`src/rtl/tmds_channel_decoder.sv`:
```
// Purpose: one TMDS receive channel; aligns words via control-token runs and decodes symbols.
// Latency: 2 cycles from TMDS to VD/CD/VDE; locked rises with the decoded Nth token.
// Backpressure: none; one symbol per cycle, outputs forced to 0 while not locked.
module tmds_channel_decoder #(
   parameter int MIN_CTRL_RUN  = 8,
   parameter int WINDOW        = 4096,
   parameter int SETTLE_CYCLES = 16
) (
   input  logic       CLK,
   input  logic       RSTn,
   input  logic [9:0] TMDS,
   output logic       bitslip,
   output logic [3:0] slip_cnt,
   output logic       locked,
   output logic [7:0] VD,
   output logic [1:0] CD,
   output logic       VDE
);

   localparam int WW = (WINDOW > 1) ? $clog2(WINDOW) : 1;
   localparam int SW = (SETTLE_CYCLES > 1) ? $clog2(SETTLE_CYCLES) : 1;
   localparam int RW = $clog2(MIN_CTRL_RUN + 1);

   localparam logic [WW-1:0] WIN_LAST = WW'(WINDOW - 1);
   localparam logic [SW-1:0] SET_LAST = SW'(SETTLE_CYCLES - 1);
   localparam logic [RW-1:0] RUN_MAX  = RW'(MIN_CTRL_RUN);
   localparam logic [RW-1:0] RUN_QUAL = RW'(MIN_CTRL_RUN - 1);

   typedef enum logic [1:0] {
      S_SEARCH,
      S_SLIP,
      S_SETTLE,
      S_LOCKED
   } state_t;

   state_t        state_q, state_d;
   logic [WW-1:0] window_q, window_d;
   logic [SW-1:0] settle_q, settle_d;
   logic [RW-1:0] run_q, run_d;
   logic [3:0]    slip_q, slip_d;

   logic [9:0] s1_sym;
   logic       s1_ctrl;
   logic [1:0] s1_cd;
   logic       in_ctrl;
   logic [1:0] in_cd;

   logic [7:0] dec_t;
   logic [7:0] dec_vd;
   logic [7:0] vd_q;
   logic [1:0] cd_q;
   logic       vde_q;
   logic       qualify;

   always_comb begin
      in_ctrl = 1'b1;
      in_cd   = 2'b00;
      case (TMDS)
         10'b1101010100: in_cd = 2'b00;
         10'b0010101011: in_cd = 2'b01;
         10'b0101010100: in_cd = 2'b10;
         10'b1010101011: in_cd = 2'b11;
         default:        in_ctrl = 1'b0;
      endcase
   end

   // Data symbols: undo the optional inversion, then the XOR/XNOR transition chain.
   always_comb begin
      dec_t     = s1_sym[9] ? ~s1_sym[7:0] : s1_sym[7:0];
      dec_vd    = '0;
      dec_vd[0] = dec_t[0];
      for (int i = 1; i < 8; i++) begin
         dec_vd[i] = s1_sym[8] ? (dec_t[i] ^ dec_t[i-1]) : ~(dec_t[i] ^ dec_t[i-1]);
      end
   end

   always_ff @(posedge CLK or negedge RSTn) begin
      if (!RSTn) begin
         s1_sym  <= '0;
         s1_ctrl <= 1'b0;
         s1_cd   <= '0;
         vd_q    <= '0;
         cd_q    <= '0;
         vde_q   <= 1'b0;
      end else begin
         s1_sym  <= TMDS;
         s1_ctrl <= in_ctrl;
         s1_cd   <= in_cd;
         if (s1_ctrl) begin
            vd_q  <= '0;
            cd_q  <= s1_cd;
            vde_q <= 1'b0;
         end else begin
            vd_q  <= dec_vd;
            vde_q <= 1'b1;
         end
      end
   end

   assign qualify = s1_ctrl && (run_q == RUN_QUAL);

   always_comb begin
      state_d  = state_q;
      window_d = window_q;
      settle_d = settle_q;
      slip_d   = slip_q;
      run_d    = '0;

      // The run counter restarts after every slip so stale, pre-flush tokens never count.
      if ((state_q == S_SEARCH || state_q == S_LOCKED) && s1_ctrl) begin
         run_d = (run_q == RUN_MAX) ? run_q : run_q + 1'b1;
      end

      case (state_q)
         S_SEARCH: begin
            window_d = window_q + 1'b1;
            if (qualify) begin
               state_d  = S_LOCKED;
               window_d = '0;
            end else if (window_q == WIN_LAST) begin
               state_d  = S_SLIP;
               window_d = '0;
            end
         end
         S_SLIP: begin
            slip_d   = (slip_q == 4'd9) ? 4'd0 : slip_q + 4'd1;
            settle_d = '0;
            state_d  = S_SETTLE;
         end
         S_SETTLE: begin
            settle_d = settle_q + 1'b1;
            if (settle_q == SET_LAST) begin
               state_d  = S_SEARCH;
               settle_d = '0;
               window_d = '0;
            end
         end
         S_LOCKED: begin
            window_d = window_q + 1'b1;
            if (qualify) begin
               window_d = '0;
            end else if (window_q == WIN_LAST) begin
               state_d  = S_SEARCH;
               window_d = '0;
            end
         end
         default: begin
            state_d  = S_SEARCH;
            window_d = '0;
         end
      endcase
   end

   always_ff @(posedge CLK or negedge RSTn) begin
      if (!RSTn) begin
         state_q  <= S_SEARCH;
         window_q <= '0;
         settle_q <= '0;
         run_q    <= '0;
         slip_q   <= '0;
      end else begin
         state_q  <= state_d;
         window_q <= window_d;
         settle_q <= settle_d;
         run_q    <= run_d;
         slip_q   <= slip_d;
      end
   end

   assign locked   = (state_q == S_LOCKED);
   assign bitslip  = (state_q == S_SLIP);
   assign slip_cnt = slip_q;
   assign VD       = locked ? vd_q : 8'h00;
   assign CD       = locked ? cd_q : 2'b00;
   assign VDE      = locked & vde_q;

endmodule
```
`config.mk`:
```
export PLATFORM = sky130hd
export DESIGN_NAME = tmds_channel_decoder
export DESIGN_NICKNAME = d
export VERILOG_FILES = /design/src/rtl/tmds_channel_decoder.sv
export SDC_FILE = /design/constraint.sdc
export NUM_CORES = 1
export LEC_CHECK = 0
export ABC_CLOCK_PERIOD_IN_PS = 1700
export CAP_MARGIN = 20
export CORE_MARGIN = 2
export CORE_UTILIZATION = 35
export DETAILED_ROUTE_END_ITERATION = 6
export PLACE_DENSITY = 0.68
export SYNTH_ARGS = -nofsm -noshare
export SYNTH_HDL_FRONTEND = slang
export SYNTH_SLANG_ARGS = --single-unit
```
`constraint.sdc`:
```
create_clock -name CLK -period 1.7 [get_ports CLK]
set_clock_uncertainty 0.05 [all_clocks]
set_input_delay 0.34 -clock CLK [delete_from_list [all_inputs] [get_ports CLK]]
set_output_delay 0.34 -clock CLK [all_outputs]
set_load 0.02 [all_outputs]
```
; ---- Word-level counts from Yosys, hierarchy flattened
; Cells that the tools add are included.
[totals]
register_bits = 50
inputBits = 12
word_cells = 87
out_inout_bits = 17
[op_classes]
add_sub_neg = 4
n_reduce_logical = 10
n_bitwise = 16
n_mux = 29
n_eq_ne = 17
[op_table]
columns = operator, n
row1 = two-way mux 12 bit, 3
row2 = two-way mux 8 bit, 3
row3 = one-hot mux 12 bit (2 select lines), 1
row4 = == test 10 bit (second input constant), 2
row5 = two-way mux 4 bit, 4
row6 = adder 12 x 1 -> 12 bit (second input constant), 1
row7 = adder 4 x 1 -> 4 bit (second input constant), 3
row8 = == test 12 bit (second input constant), 1
row9 = == test 4 bit (second input constant), 3
row10 = two-way mux 2 bit, 6
row11 = == test 10 x 8 -> 1 bit (second input constant), 1
row12 = == test 10 x 9 -> 1 bit (second input constant), 1
row13 = two-way mux 1 bit, 9
row14 = NOT 8 bit, 1
row15 = one-hot mux 2 bit (4 select lines), 1
row16 = one-hot mux 4 bit (2 select lines), 1
row17 = NOT 1 bit, 7
row18 = bitwise XOR 1 bit, 7
row19 = inequality test 2 bit (second input constant), 3
row20 = one-hot mux 2 bit (3 select lines), 1
row21 = == test 2 bit (second input constant), 2
row22 = == test 4 x 3 -> 1 bit (second input constant), 1
row23 = AND reduction 4 bit, 1
row24 = nonzero test 2 bit, 2
row25 = 10 further kinds, 11

; ---- Logic depth before layout (Yosys ltp)
[logic_depth]
ltp_word = 6
depth_mapped = 9
mapped_depth_nobuf = 6

; ---- Worst setup path before layout
; OpenSTA, ideal clock, no wires.
[synth_path]
path_type = flip-flop to flip-flop
startpoint = register state_q[0]
endpoint = register window_q[3]
path_slack_ps = -160
stages_incl_launch_ff = 10
period_less_slack_ps = 1860
t_required_ps = 1524
arrival_ps = 1684
path_buffers = 3
setup_ps = 126
cell_sequence = dfrtp_1 > inv_1 > ha_1 > buf_2 > or2_1 > clkbuf_1 > and2_1 > clkbuf_1 > a31oi_2 > nor2_1
[synth_via]
elab_chain_cells = 4
word_cells_on_any_way = 8
classes_between = 3 x eq/ne / 1 x mux / 4 x reduce/logical
[synth_rtl]
columns = element, line_no
row1 = start: declaration, 36  ; state_t state_q, state_d;
row2 = start signal: assignment, 162  ; state_q <= state_d;
row3 = == test 2 bit or zero test 2 bit (tied branches), 114  ; case (state_q)
row4 = OR reduction 2 bit (no line), n/a
row5 = nonzero test 2 bit (no line), n/a
row6 = AND reduction 2 bit (no line), n/a
row7 = end signal: assignment, 163  ; window_q <= window_d;
row8 = end: declaration, 37  ; logic [WW-1:0] window_q, window_d;
; Several ways; a longest one is shown, not always the timed one.
; A chain may end at the register's enable or synchronous reset.

; ---- Worst setup path after layout
[layout_path]
startpoint = register state_q[0]
endpoint = register window_q[9]
; Same word-level chain as after synthesis.

==> out/results.ini <==
[outcome]
status = finished, violations left
violations = negative setup slack

[worst_setup_path]
cp-end-kind = flop
start_kind = flop
critPathKind = reg -> reg
crit_arrival_ns = 1.92
cp_max_fo = 5
crit_required_ns = 1.86

[grt]
antenna_found_initial = 0
busiest_layer = met2
grt_usage_pct = 13.47
grtUsageMet3_pct = 2.559
grt_max_degree = 51
grt_first_pass_wirelength_um = 8142
grt_pass1_vias = 1811
met1_usage_pct = 17.30
use_met2_pct = 23.53
gr-total-overflow = 0

[power_and_ir_drop]
comb_power_share_pct = 5.2
powerDensity_nw_per_um2 = 636.7
peakVddDrop_mv = 0.4521
clockPowerShare_pct = 37.3
sequentialPowerShare_pct = 57.5
power.internal_uw = 1720
switching_share_pct = 20.80
switchingPower_uw = 451.8
p_leak_uw = 0.001600
totalPowerFinal_uw = 2172

[floorplanning]
die_x_um = 87.07
rows = 30
die_h_um = 87.07
io_pins = 29
core_um2 = 6719
start_util_pct = 35.94
die_area_um2 = 7580

[logic_synthesis]
ys_async_sr_fraction_pct = 100.0
synthCells = 224
ys_seq_area_share_pct = 51.81
syn_avg_cell_area_um2 = 10.78
yosysUniqueCellTypes = 44
ys_ff_latch = 50
ys.flop_type = dfrtp_1
ys.warnings.count = 0
netlist_area_um2 = 2415
synth_nets = 245
synth_enable_flop_cells = 0

[placed_design]
globalplace.congestion = 0.7811
hpwl_um = 3310
port_buffers = 28

[timing]
rsz0062_at_grt = true
fin_crit_sh_pct = 103.2
hold_viol = 0
max_freq_mhz = 570.2
setup_slack_ns = -0.05389
period_needed_ns = 1.754
drv_slew = 0
tightest_slew_ns = 0.3413
maxSlewHeadroom_pct = 77.08
final-setup-viol-count = 18

[cells_and_area]
area_growth_pct = 41.30
nets = 316
final_util_pct = 50.78
insertedDiodeCount = 0
layout-drive-gt1-share_pct = 35.25
fill_cells = 591

[route]
drc_errors = 0
num_vias = 1864
drt_iter0_markers = 86
routed_via_density = 4.971
antenna_left = 0
wl_um = 4932
routedWlPerCell_um = 13.15
dr.pass1.iters = 4

[clocking]
worstSkewPairLatency_ns = 0.29
cts_buffers = 5
cts.clk_slew.worst_paths_ns = 0.09
cts.sinks = 50
cts_tree = yes
clk_path_buf_depth = 2
h-tree-depth = 2
root_buffer = clkbuf_8

[run]
drv_cap = 0

[min_path]
hold_class = reg -> reg

[per-stage QoR]
stage / setup WS, ns / cell area (um^2) / TNS, ns / std cells / hold WS [ns]
4_1_cts: -0.03517 / 3171 / -0.1248 / 362 / 0.4343
5_1_grt: -0.1227 / 3412 / -1.966 / 375 / 0.4690
3_3_place_gp: -0.1591 / 3017 / -2.032 / 351 / 0.2998
2_1_floorplan: -0.02275 / 2476 / -0.1039 / 224 / -0.005591
6_report: -0.05389 / 3412 / -0.6578 / 375 / 0.4322
3_5_place_dp: -0.2154 / 3017 / -2.933 / 351 / 0.2987
[worst paths after layout]
check | startpoint | to | slack, ns | cells after the start
setup / recovery | state_q[0] | window_q[9] | -0.05 | 8
hold / removal | s1_cd[1] | cd_q[1] | 0.43 | 1
setup reg to reg | state_q[0] | window_q[9] | -0.05 | 8
hold reg to reg | s1_cd[1] | cd_q[1] | 0.43 | 1
max in group asynchronous | RSTn | run_q[2] | 0.86 | 3
min in group asynchronous | RSTn | settle_q[1] | 0.51 | 3
[flip-flops by register name, summed over array words and instances, names as in the netlist]
| name | flops |
|---|---|
| state_q | 2 |
| settle_q | 4 |
| vde_q | 1 |
| window_q | 12 |
| slip_cnt | 4 |
| cd_q | 2 |
| s1_sym | 10 |
| run_q | 4 |
| s1_ctrl | 1 |
| vd_q | 8 |
| s1_cd | 2 |
[kinds of logic after synthesis]
kind of cell    Yosys count  share of synthesized area, %
simple gates             80                         18.76
flops                    50                         51.81
compound gates           37                         10.47
xor+xnor                 21                         7.617
buf+inv                  20                         3.420
fa+ha+maj                 9                         4.663
mux                       7                         3.264
[power groups by stage]
| stage | Clock (uW) | Sequential (uW) | Combinational [uW] |
|---|---|---|---|
| after global routing | 883 | 1250 | 130 |
| after detailed placement | 0 | 1270 | 116 |
| after floorplan | 0 | 1260 | 50.6 |
| final | 809 | 1250 | 114 |
| after CTS | 833 | 1250 | 118 |
| after global placement | 0 | 1270 | 111 |
[synth_stat cells, types with 2 or more instances]
cell type / count / area, um^2
a211oi_1: 3 / 22.52
a21o_1: 2 / 15.01
a21oi_1: 5 / 25.02
a31oi_1: 3 / 18.77
and2_1: 13 / 81.33
and3_1: 2 / 12.51
and4_1: 2 / 17.52
buf_2: 2 / 10.01
clkbuf_1: 6 / 22.52
dfrtp_1: 50 / 1251
ha_1: 9 / 112.6
inv_1: 10 / 37.54
mux2_2: 3 / 33.78
mux2i_1: 3 / 30.03
nand2_1: 13 / 48.80
nand3_1: 11 / 55.05
nand3b_1: 2 / 15.01
nand4_1: 6 / 37.54
nand4b_1: 2 / 17.52
nor2_1: 16 / 60.06
nor2b_1: 2 / 12.51
nor3_1: 3 / 15.01
nor3b_1: 2 / 15.01
o21ai_0: 15 / 75.07
xnor2_1: 18 / 157.7
xor2_1: 3 / 26.28
[routing by layer]
layer	wire length (um)	up-vias
li1	-	916
met1	2170	918
met2	2613	28
met3	133	2
met4	15	0
met5	0	-
[layout by cell type (no fill, tap or decap), types with 5 or more instances in the layout]
cell,count
nand2_1,12
xnor2_1,18
a21oi_1,5
buf_4,38
and2_4,12
dfrtp_1,50
nand4_1,6
o21ai_0,8
nor2_1,15
buf_6,17
o21ai_1,7
clkbuf_8,5
inv_1,8
ha_4,5
nand3_1,10
clkdlybuf4s50_1,10
[cell type report]
| class | count | area [um^2] | area share (%) |
|---|---|---|---|
| sequential | 50 | 1251 | 36.67 |
| multi-input combinational | 154 | 1232 | 36.12 |
| timing repair buffer | 74 | 675.6 | 19.80 |
| tap | 80 | 100.1 | 2.934 |
| clock buffer | 5 | 68.82 | 2.017 |
| inverter | 10 | 45.04 | 1.320 |
| clock inverter | 2 | 38.79 | 1.137 |
[critical path, cell delays in order (launching register included)]
cell	delay, ns
dfrtp_1	0.43
buf_6	0.15
inv_6	0.06
ha_4	0.21
buf_6	0.12
a211oi_4	0.25
buf_6	0.16
a41oi_2	0.09
a31oi_1	0.16
[what timing repair did]
item                                    in CTS  in global routing
pin swaps                                    2                  5
gates resized for setup                     74                 47
setup buffers                                3                 12
hold buffers                                 1                  0
endpoints found under the setup margin      29                 31
hold endpoints to repair                    50                  0
gates cloned                                 0                  1
Note: power is estimated with default switching activity, not from simulation.
